**src/rtl/uart_rx_pkg.sv**
```systemverilog
// Shared UART frame constants, receiver state encoding and the 2-of-3 vote helper.
package uart_rx_pkg;

  localparam int unsigned DEFAULT_CLOCKS_PER_BIT = 1000;
  localparam int unsigned DATA_BITS              = 8;
  localparam int unsigned IDX_W                  = $clog2(DATA_BITS);

  typedef enum logic [2:0] {
    IDLE,
    START,
    DATA,
    STOP,
    BREAK_WAIT
  } rx_state_e;

  function automatic logic majority3(input logic a, input logic b, input logic c);
    return (a & b) | (a & c) | (b & c);
  endfunction

endpackage

```
**src/rtl/sync_2ff.sv**
```systemverilog
// Two-flop synchroniser for an asynchronous single-bit input; reset value selects
// the level the output presents while in reset.
module sync_2ff #(
  parameter logic RESET_VALUE = 1'b0
) (
  input  logic i_clock,
  input  logic i_reset,
  input  logic i_d,
  output logic o_q
);

  logic meta_q, meta_d;
  logic sync_q, sync_d;

  always_comb begin
    meta_d = i_d;
    sync_d = meta_q;
  end

  always_ff @(posedge i_clock or posedge i_reset) begin
    if (i_reset) begin
      meta_q <= RESET_VALUE;
      sync_q <= RESET_VALUE;
    end else begin
      meta_q <= meta_d;
      sync_q <= sync_d;
    end
  end

  assign o_q = sync_q;

endmodule

```
**src/rtl/uart_rx.sv**
```systemverilog
// 8N1 UART receiver: synchronised input, start-bit validation, 3-sample majority
// vote per bit, one-cycle valid / framing-error strobes.
module uart_rx
  import uart_rx_pkg::*;
#(
  parameter int unsigned CLOCKS_PER_BIT = DEFAULT_CLOCKS_PER_BIT
) (
  input  logic                 i_clock,
  input  logic                 i_reset,
  input  logic                 i_rxSerial,
  output logic [DATA_BITS-1:0] o_rxData,
  output logic                 o_rxValid,
  output logic                 o_rxBusy,
  output logic                 o_frameError
);

  localparam int unsigned HALF_BIT = CLOCKS_PER_BIT / 2;
  localparam int unsigned CNT_W    = $clog2(CLOCKS_PER_BIT);

  localparam logic [CNT_W-1:0] CNT_SAMPLE0 = CNT_W'(HALF_BIT - 1);
  localparam logic [CNT_W-1:0] CNT_SAMPLE1 = CNT_W'(HALF_BIT);
  localparam logic [CNT_W-1:0] CNT_DECIDE  = CNT_W'(HALF_BIT + 1);
  localparam logic [CNT_W-1:0] CNT_LAST    = CNT_W'(CLOCKS_PER_BIT - 1);
  localparam logic [IDX_W-1:0] IDX_LAST    = IDX_W'(DATA_BITS - 1);

  logic rx_s;

  rx_state_e            state_q, state_d;
  logic [CNT_W-1:0]     cnt_q, cnt_d;
  logic [IDX_W-1:0]     idx_q, idx_d;
  logic [DATA_BITS-1:0] shift_q, shift_d;
  logic [1:0]           samp_q, samp_d;
  logic [DATA_BITS-1:0] data_q, data_d;
  logic                 valid_q, valid_d;
  logic                 busy_q, busy_d;
  logic                 ferr_q, ferr_d;
  logic                 maj_c;

  // Idle-high reset value keeps a released reset from looking like a start edge.
  sync_2ff #(.RESET_VALUE(1'b1)) u_sync (
    .i_clock (i_clock),
    .i_reset (i_reset),
    .i_d     (i_rxSerial),
    .o_q     (rx_s)
  );

  // Third sample is the live rx_s at the decision count.
  assign maj_c = majority3(samp_q[0], samp_q[1], rx_s);

  always_comb begin
    state_d = state_q;
    cnt_d   = cnt_q;
    idx_d   = idx_q;
    shift_d = shift_q;
    samp_d  = samp_q;
    data_d  = data_q;
    valid_d = 1'b0;
    ferr_d  = 1'b0;

    if (state_q != IDLE) begin
      cnt_d = cnt_q + CNT_W'(1);
      if (cnt_q == CNT_SAMPLE0) samp_d[0] = rx_s;
      if (cnt_q == CNT_SAMPLE1) samp_d[1] = rx_s;
    end

    case (state_q)
      IDLE: begin
        if (!rx_s) begin
          state_d = START;
          cnt_d   = CNT_W'(1);
        end
      end
      START: begin
        if (cnt_q == CNT_DECIDE && maj_c) begin
          state_d = IDLE;
          cnt_d   = '0;
        end else if (cnt_q == CNT_LAST) begin
          state_d = DATA;
          cnt_d   = '0;
          idx_d   = '0;
        end
      end
      DATA: begin
        if (cnt_q == CNT_DECIDE) shift_d[idx_q] = maj_c;
        if (cnt_q == CNT_LAST) begin
          cnt_d = '0;
          if (idx_q == IDX_LAST) state_d = STOP;
          else                   idx_d   = idx_q + IDX_W'(1);
        end
      end
      // Decide at mid-stop so the next frame's start edge is never missed.
      STOP: begin
        if (cnt_q == CNT_DECIDE) begin
          cnt_d = '0;
          if (maj_c) begin
            data_d  = shift_q;
            valid_d = 1'b1;
            state_d = IDLE;
          end else begin
            ferr_d  = 1'b1;
            state_d = BREAK_WAIT;
          end
        end
      end
      BREAK_WAIT: begin
        cnt_d = '0;
        if (rx_s) state_d = IDLE;
      end
      default: begin
        state_d = IDLE;
        cnt_d   = '0;
      end
    endcase

    busy_d = (state_d != IDLE);
  end

  always_ff @(posedge i_clock or posedge i_reset) begin
    if (i_reset) begin
      state_q <= IDLE;
      cnt_q   <= '0;
      idx_q   <= '0;
      shift_q <= '0;
      samp_q  <= '0;
      data_q  <= '0;
      valid_q <= 1'b0;
      busy_q  <= 1'b0;
      ferr_q  <= 1'b0;
    end else begin
      state_q <= state_d;
      cnt_q   <= cnt_d;
      idx_q   <= idx_d;
      shift_q <= shift_d;
      samp_q  <= samp_d;
      data_q  <= data_d;
      valid_q <= valid_d;
      busy_q  <= busy_d;
      ferr_q  <= ferr_d;
    end
  end

  assign o_rxData     = data_q;
  assign o_rxValid    = valid_q;
  assign o_rxBusy     = busy_q;
  assign o_frameError = ferr_q;

endmodule
```
**config.mk**
```make
export PLATFORM = sky130hd
export DESIGN_NAME = uart_rx
export DESIGN_NICKNAME = d
export VERILOG_FILES = /design/src/rtl/uart_rx_pkg.sv /design/src/rtl/sync_2ff.sv /design/src/rtl/uart_rx.sv
export SDC_FILE = /design/constraint.sdc
export NUM_CORES = 1
export LEC_CHECK = 0
export ABC_CLOCK_PERIOD_IN_PS = 3400
export CORE_MARGIN = 2
export CORE_UTILIZATION = 28
export CTS_BUF_LIST = sky130_fd_sc_hd__clkbuf_4
export DETAILED_ROUTE_END_ITERATION = 12
export GPL_TIMING_DRIVEN = 0
export HOLD_SLACK_MARGIN = 0.03
export PLACE_DENSITY = 0.53
export SLEW_MARGIN = 20
export SYNTH_ARGS = -nofsm -noshare
export SYNTH_HDL_FRONTEND = slang
export SYNTH_SLANG_ARGS = --single-unit
```
**constraint.sdc**
```tcl
create_clock -name i_clock -period 3.4 [get_ports i_clock]
set_clock_uncertainty 0.15 [all_clocks]
set_input_delay 0.51 -clock i_clock [delete_from_list [all_inputs] [get_ports i_clock]]
set_output_delay 0.51 -clock i_clock [all_outputs]
set_load 0.01 [all_outputs]
```
Word-level counts from Yosys, hierarchy flattened
Index checks and enable logic that the tools add are counted.

word-level totals
  output and inout bits = 11
  register bits after elaboration = 39
  logic and storage cells = 74

cells by class
  multiplexer cells = 29
  reductions and logical operators = 11
  bitwise logic cells = 5
  equal/unequal tests = 13
  $add $sub $neg = 2
  magnitude comparators = 2

operator list
  operator                 count
  $mux W10                 5
  $pmux W10 S4             1
  $mux W3                  12
  $eq A10 B9 Y1 const B    3
  $pmux W3 S5              1
  $add A10 B1 Y10 const B  1
  $eq A10 B10 Y1 const B   1
  $bwmux W8                1
  $ne A2 B2 Y1 const B     4
  $mux W1                  7
  $eq A3 B2 Y1 const B     2
  $eq A3 B3 Y1 const B     2
  $pmux W3 S2              1
  $reduce_and A2 Y1        3
  $reduce_bool A3 Y1       2
  $reduce_and A5 Y1        1
  $lt A3 B4 Y1 const B     1
  $add A3 B1 Y3 const B    1
  $and A1 B1 Y1            3
  $demux W1 S3             1
  $eq A3 B1 Y1 const B     1
  $ge A3 B1 Y1 const B     1
  $logic_not A3 Y1         1
  $reduce_and A3 Y1        1
  other kinds (3)          5

Longest topological paths before layout
  depth in word-level cells = 7
  gate-level depth with buffers = 8
  mapped depth without buffers = 7

Hierarchy
Synthesis repeated with hierarchy kept, for this count alone.

unflattened totals
  cell total of the unflattened synthesis = 183
  area total of the unflattened synthesis = 2030.7 µm²

modules (own cells, without submodules)
  module    cells an instance  area an instance (µm²)  seq. area each (µm²)  times used
  uart_rx   180                1974.4                  925.9                 1
  sync_2ff  3                  56.3                    52.6                  1

Worst setup path after synthesis
No wires, ideal clock.

  kind = flip-flop to flip-flop
  start = reg cnt_q[3]
  end = reg cnt_q[5]
  slack = 1325 ps
  arrival time = 1804 ps
  stages on the path, launching flop included = 8
  data required time = 3129 ps
  cells stage by stage = dfrtp_1 buf_2 nand2b_1 or4_1 a32o_2 buf_6 a21o_1 a22o_1

between the ends
  word-level cells in the longest chain between the ends = 5

RTL lines
  element                   RTL line                      RTL
  start: declaration        uart_rx.sv:29                 logic [CNT_W-1:0] cnt_q, cnt_d;
  start signal: assignment  uart_rx.sv:131                cnt_q <= cnt_d;
  $add A10 B1 Y10           uart_rx.sv:61                 cnt_d = cnt_q + CNT_W'(1);
  $mux W10                  uart_rx.sv:60                 if (state_q != IDLE) begin
  $mux W10                  uart_rx.sv:77, uart_rx.sv:85
  $mux W10                  uart_rx.sv:74                 if (cnt_q == CNT_DECIDE && maj_c) begin
  $pmux W10 S4 *            uart_rx.sv:66                 case (state_q)
  named net cnt_d[5]        uart_rx.sv:29

Mark *: on every way through the listed nets, which the timed path passes. The rest lies on a longest branch.
A chain may end at the register's enable or synchronous reset.

Worst setup path after layout
  start = reg cnt_q[4]
  end = reg data_q[2] (netlist: o_rxData[2])

between the ends
  word-level cells in the longest chain between the ends = 2

RTL lines
  element                             RTL line        RTL
  $eq A10 B9 Y1                       uart_rx.sv:93   if (cnt_q == CNT_DECIDE) begin
  $reduce_and A3 Y1 (no source line)  n/a
  end signal: assignment              uart_rx.sv:135  data_q <= data_d;
  end: declaration                    uart_rx.sv:33   logic [DATA_BITS-1:0] data_q, data_d;

Every way passes these cells.

==> impl_results.md <==
* Synth warn at 0
* Via density at 4.920
* Reg2reg end: o_rxData[2]
* Syn Inst Count at ~200
* Vias in the first global route at 1534
* Switching Share at 0.2346
* Reg2Reg Setup Slack at around 1100 ps
* Final net count at about 220
* Core area at 6907 um^2
* CTS tree: yes
* Register area share after synthesis at 0.4833
* Ant diodes at 0
* RSZ-0062 raised after global routing: no
* Async SR Flop Fraction at 1.000
* EDFF count, synth at 0
* # DRC at 0
* CP required at 3490 ps
* Dpl hpwl at 3048 um
* Final core utilization at 0.3417
* Chip width at between 80 and 90 um
* Flop pwr share at 0.640
* Origin of the critical flop-to-flop path: cnt_q[4]
* DRT antenna net count at 0
* # IOs at 14
* Htree depth at 2
* Clock Tree Root: clkbuf_4
* CP Data Arrival Time at approximately 2400 ps
* Measured slew at the worst slew-check pin at a little over 500 ps
* Sink Count at 39
* Grt total ovfl at 0
* CP Max Fanout at 10
* Hold crit path type: flip-flop to flip-flop
* Area grow syn2layout at 16.56%
* Largest net degree at the start of global routing at 22
* Die H at approximately 90 um
* Commonest non-fill, non-tap cell in the layout: dfrtp_1
* Die ar. at between 7000 and 8000 um^2
* Post-synthesis sequential element count at 39
* Number of fill cells at 733
* CP Capture Type: flip-flop
* Top FF cell, synth: dfrtp_1
* GR Util All Layers at 0.1216
* R2r worst-path depth at 5
* Max-slew violation count at 0
* Syn Nets at 203
* Share of cells above drive strength 1 at 0.1659
* Row cnt at 30
* Count of cell types in the netlist at 48
* Synthesized cell area at around 2000 um^2
* Setup Total Neg Slack at 0 ps
* PostCTS Resize Cnt at 0
* Fmax at 426.5 MHz
* Final hold vios at 0
* Slew margin rel. at 0.6618
* Pre-antenna DRT Iters at 4
* Post-CTS setup-driven buffer insertion count at 0
* Comb pwr share at 0.021
* Status: complete, no violations
* Vias at 1540
* Psw at about 170 uW
* Clk slew on worst S/H paths at 120 ps
* Clock share of power at 0.340
* Hold_sp: u_sync.meta_q
* P per Cell Area at between 300 and 400 nW/um^2
* Initial antenna violation count at 0
* Most frequent cells in the layout: dfrtp_1 (37), mux2_2 (17), nor2_1 (16)
* Routed WL per cell at about 14 um
* Peak VDD IR at roughly 0.12 mV
* Post-Route WL at roughly 4200 um
* Final setup viols at 0
* Port bufs at 13
* Starting density of the core at 0.2931
* Mean post-synth cell area at 10.38 um^2
* Iteration-0 DRC count of the detailed router at 62
* Internal power at approximately 560 uW
* GPL Wtd Cong at between 0.7 and 0.8
* Hold endpoint: u_sync.o_q
* Fin crit share at 0.6896
* Longest Clk Path Bufs at 2
* Global-route wire length before repair at around 7500 um
* Hold Path Depth at 0
* Fin crit period at 2345 ps
* Setup Crit Path Kind: flip-flop to flip-flop
* Worst-Skew Late Latency at 350 ps
* Max Cap Viol at 0
* Clock buffer count from CTS at 5
* Cts hold-fix bufs at 0
* Startpoint Class: flip-flop
* Leak at between 1 and 1.5 nW
-- worst max-delay path, stage by stage (launching register included) --
cell and delay, ps:
dfrtp_1 340, clkbuf_1 290, and4bb_2 360, and3_1 240, nand4_1 430, mux2_2 430
-- sequential cells by signal, summed over array words and instances (netlist names), 2 cells and up --
| register | count |
|---|---|
| shift_q | 8 |
| state_q | 3 |
| samp_q | 2 |
| o_rxData | 8 |
| idx_q | 3 |
| cnt_q | 10 |
-- cell families (layout without fill, tap and decap cells) --
logic type      count (synthesis)  count (layout)  synth area share
buf+inv                        17              39           0.03708
flops                          39              39            0.4833
fa+ha+maj                       6               6           0.03585
xor+xnor                        1               1          0.004327
compound gates                 37              37            0.1261
mux                            18              18           0.09950
simple gates                   77              77            0.2138
-- metrics by stage --
stage | hold slack, ps | setup WS [ps] | area [um^2] | std cells | total power [mW]
final | 214.5 | 1055 | 2360 | 313 | 0.7306
after global routing | 223.5 | 858.4 | 2360 | 313 | 0.7642
after CTS | 218.0 | 995.4 | 2360 | 313 | 0.7439
after detailed placement | 199.8 | 985.8 | 2302 | 305 | 0.4926
after global placement | 195.6 | 958.8 | 2275 | 304 | 0.4882
after floorplan | 195.2 | 1325 | 2024 | 195 | 0.4826
-- metal layers --
metal	vias to the layer above	routed length, um	track usage
li1	761	-	-
met1	739	2102	0.1677
met2	36	1893	0.1879
met3	4	179	0.02585
met4	0	61	0.04613
met5	-	0	0
-- cell type report --
cell class	count	area [um^2]	share of cell area
buffer	10	48.80	0.02068
timing repair buffer	14	157.7	0.06681
multi-input combinational	139	970.9	0.4115
clock buffer	6	45.04	0.01909
tap	96	120.1	0.05090
sequential	39	978.4	0.4146
inverter	7	26.28	0.01113
clock inverter	2	12.51	0.005302
-- Yosys cell counts (2+ instances only) --
| cell type | instances | area (um^2) |
|---|---|---|
| a21o_1 | 2 | 15.01 |
| a21oi_1 | 6 | 30.03 |
| a31oi_1 | 4 | 25.02 |
| a32oi_1 | 2 | 17.52 |
| and2_1 | 4 | 25.02 |
| and3_1 | 2 | 12.51 |
| buf_2 | 3 | 15.01 |
| clkbuf_1 | 6 | 22.52 |
| dfrtp_1 | 37 | 925.9 |
| dfstp_2 | 2 | 52.55 |
| ha_1 | 5 | 62.56 |
| inv_1 | 7 | 26.28 |
| mux2_2 | 17 | 191.4 |
| nand2_1 | 14 | 52.55 |
| nand2b_1 | 4 | 25.02 |
| nand3_1 | 7 | 35.03 |
| nand3b_1 | 5 | 37.54 |
| nand4_1 | 4 | 25.02 |
| nand4b_1 | 2 | 17.52 |
| nor2_1 | 16 | 60.06 |
| nor3_1 | 4 | 20.02 |
| nor3b_1 | 2 | 15.01 |
| o211ai_1 | 2 | 15.01 |
| o21ai_0 | 9 | 45.04 |
| o31a_1 | 2 | 17.52 |
| or3_1 | 5 | 31.28 |
-- power by group through the flow --
stage          Sequential [mW]  Clock (mW)  Combinational, mW
5_1_grt                  0.468       0.278             0.0181
3_3_place_gp             0.476           0             0.0120
6_report                 0.467       0.248             0.0151
2_1_floorplan            0.476           0            0.00688
3_5_place_dp             0.476           0             0.0164
4_1_cts                  0.467       0.260             0.0164
-- how the worst max path moves through the flow --
| stage | from | end | slack (ps) |
|---|---|---|---|
| after floorplan | cnt_q[3] | cnt_q[5] | 1320 |
| after global placement | cnt_q[4] | o_rxData[4] | 960 |
| after CTS | cnt_q[4] | o_rxData[2] | 1000 |
| after detailed placement | cnt_q[4] | o_rxData[4] | 990 |
| after global routing | cnt_q[4] | o_rxData[5] | 860 |
| final | cnt_q[4] | o_rxData[2] | 1060 |
(Power assumes the default switching activity.)
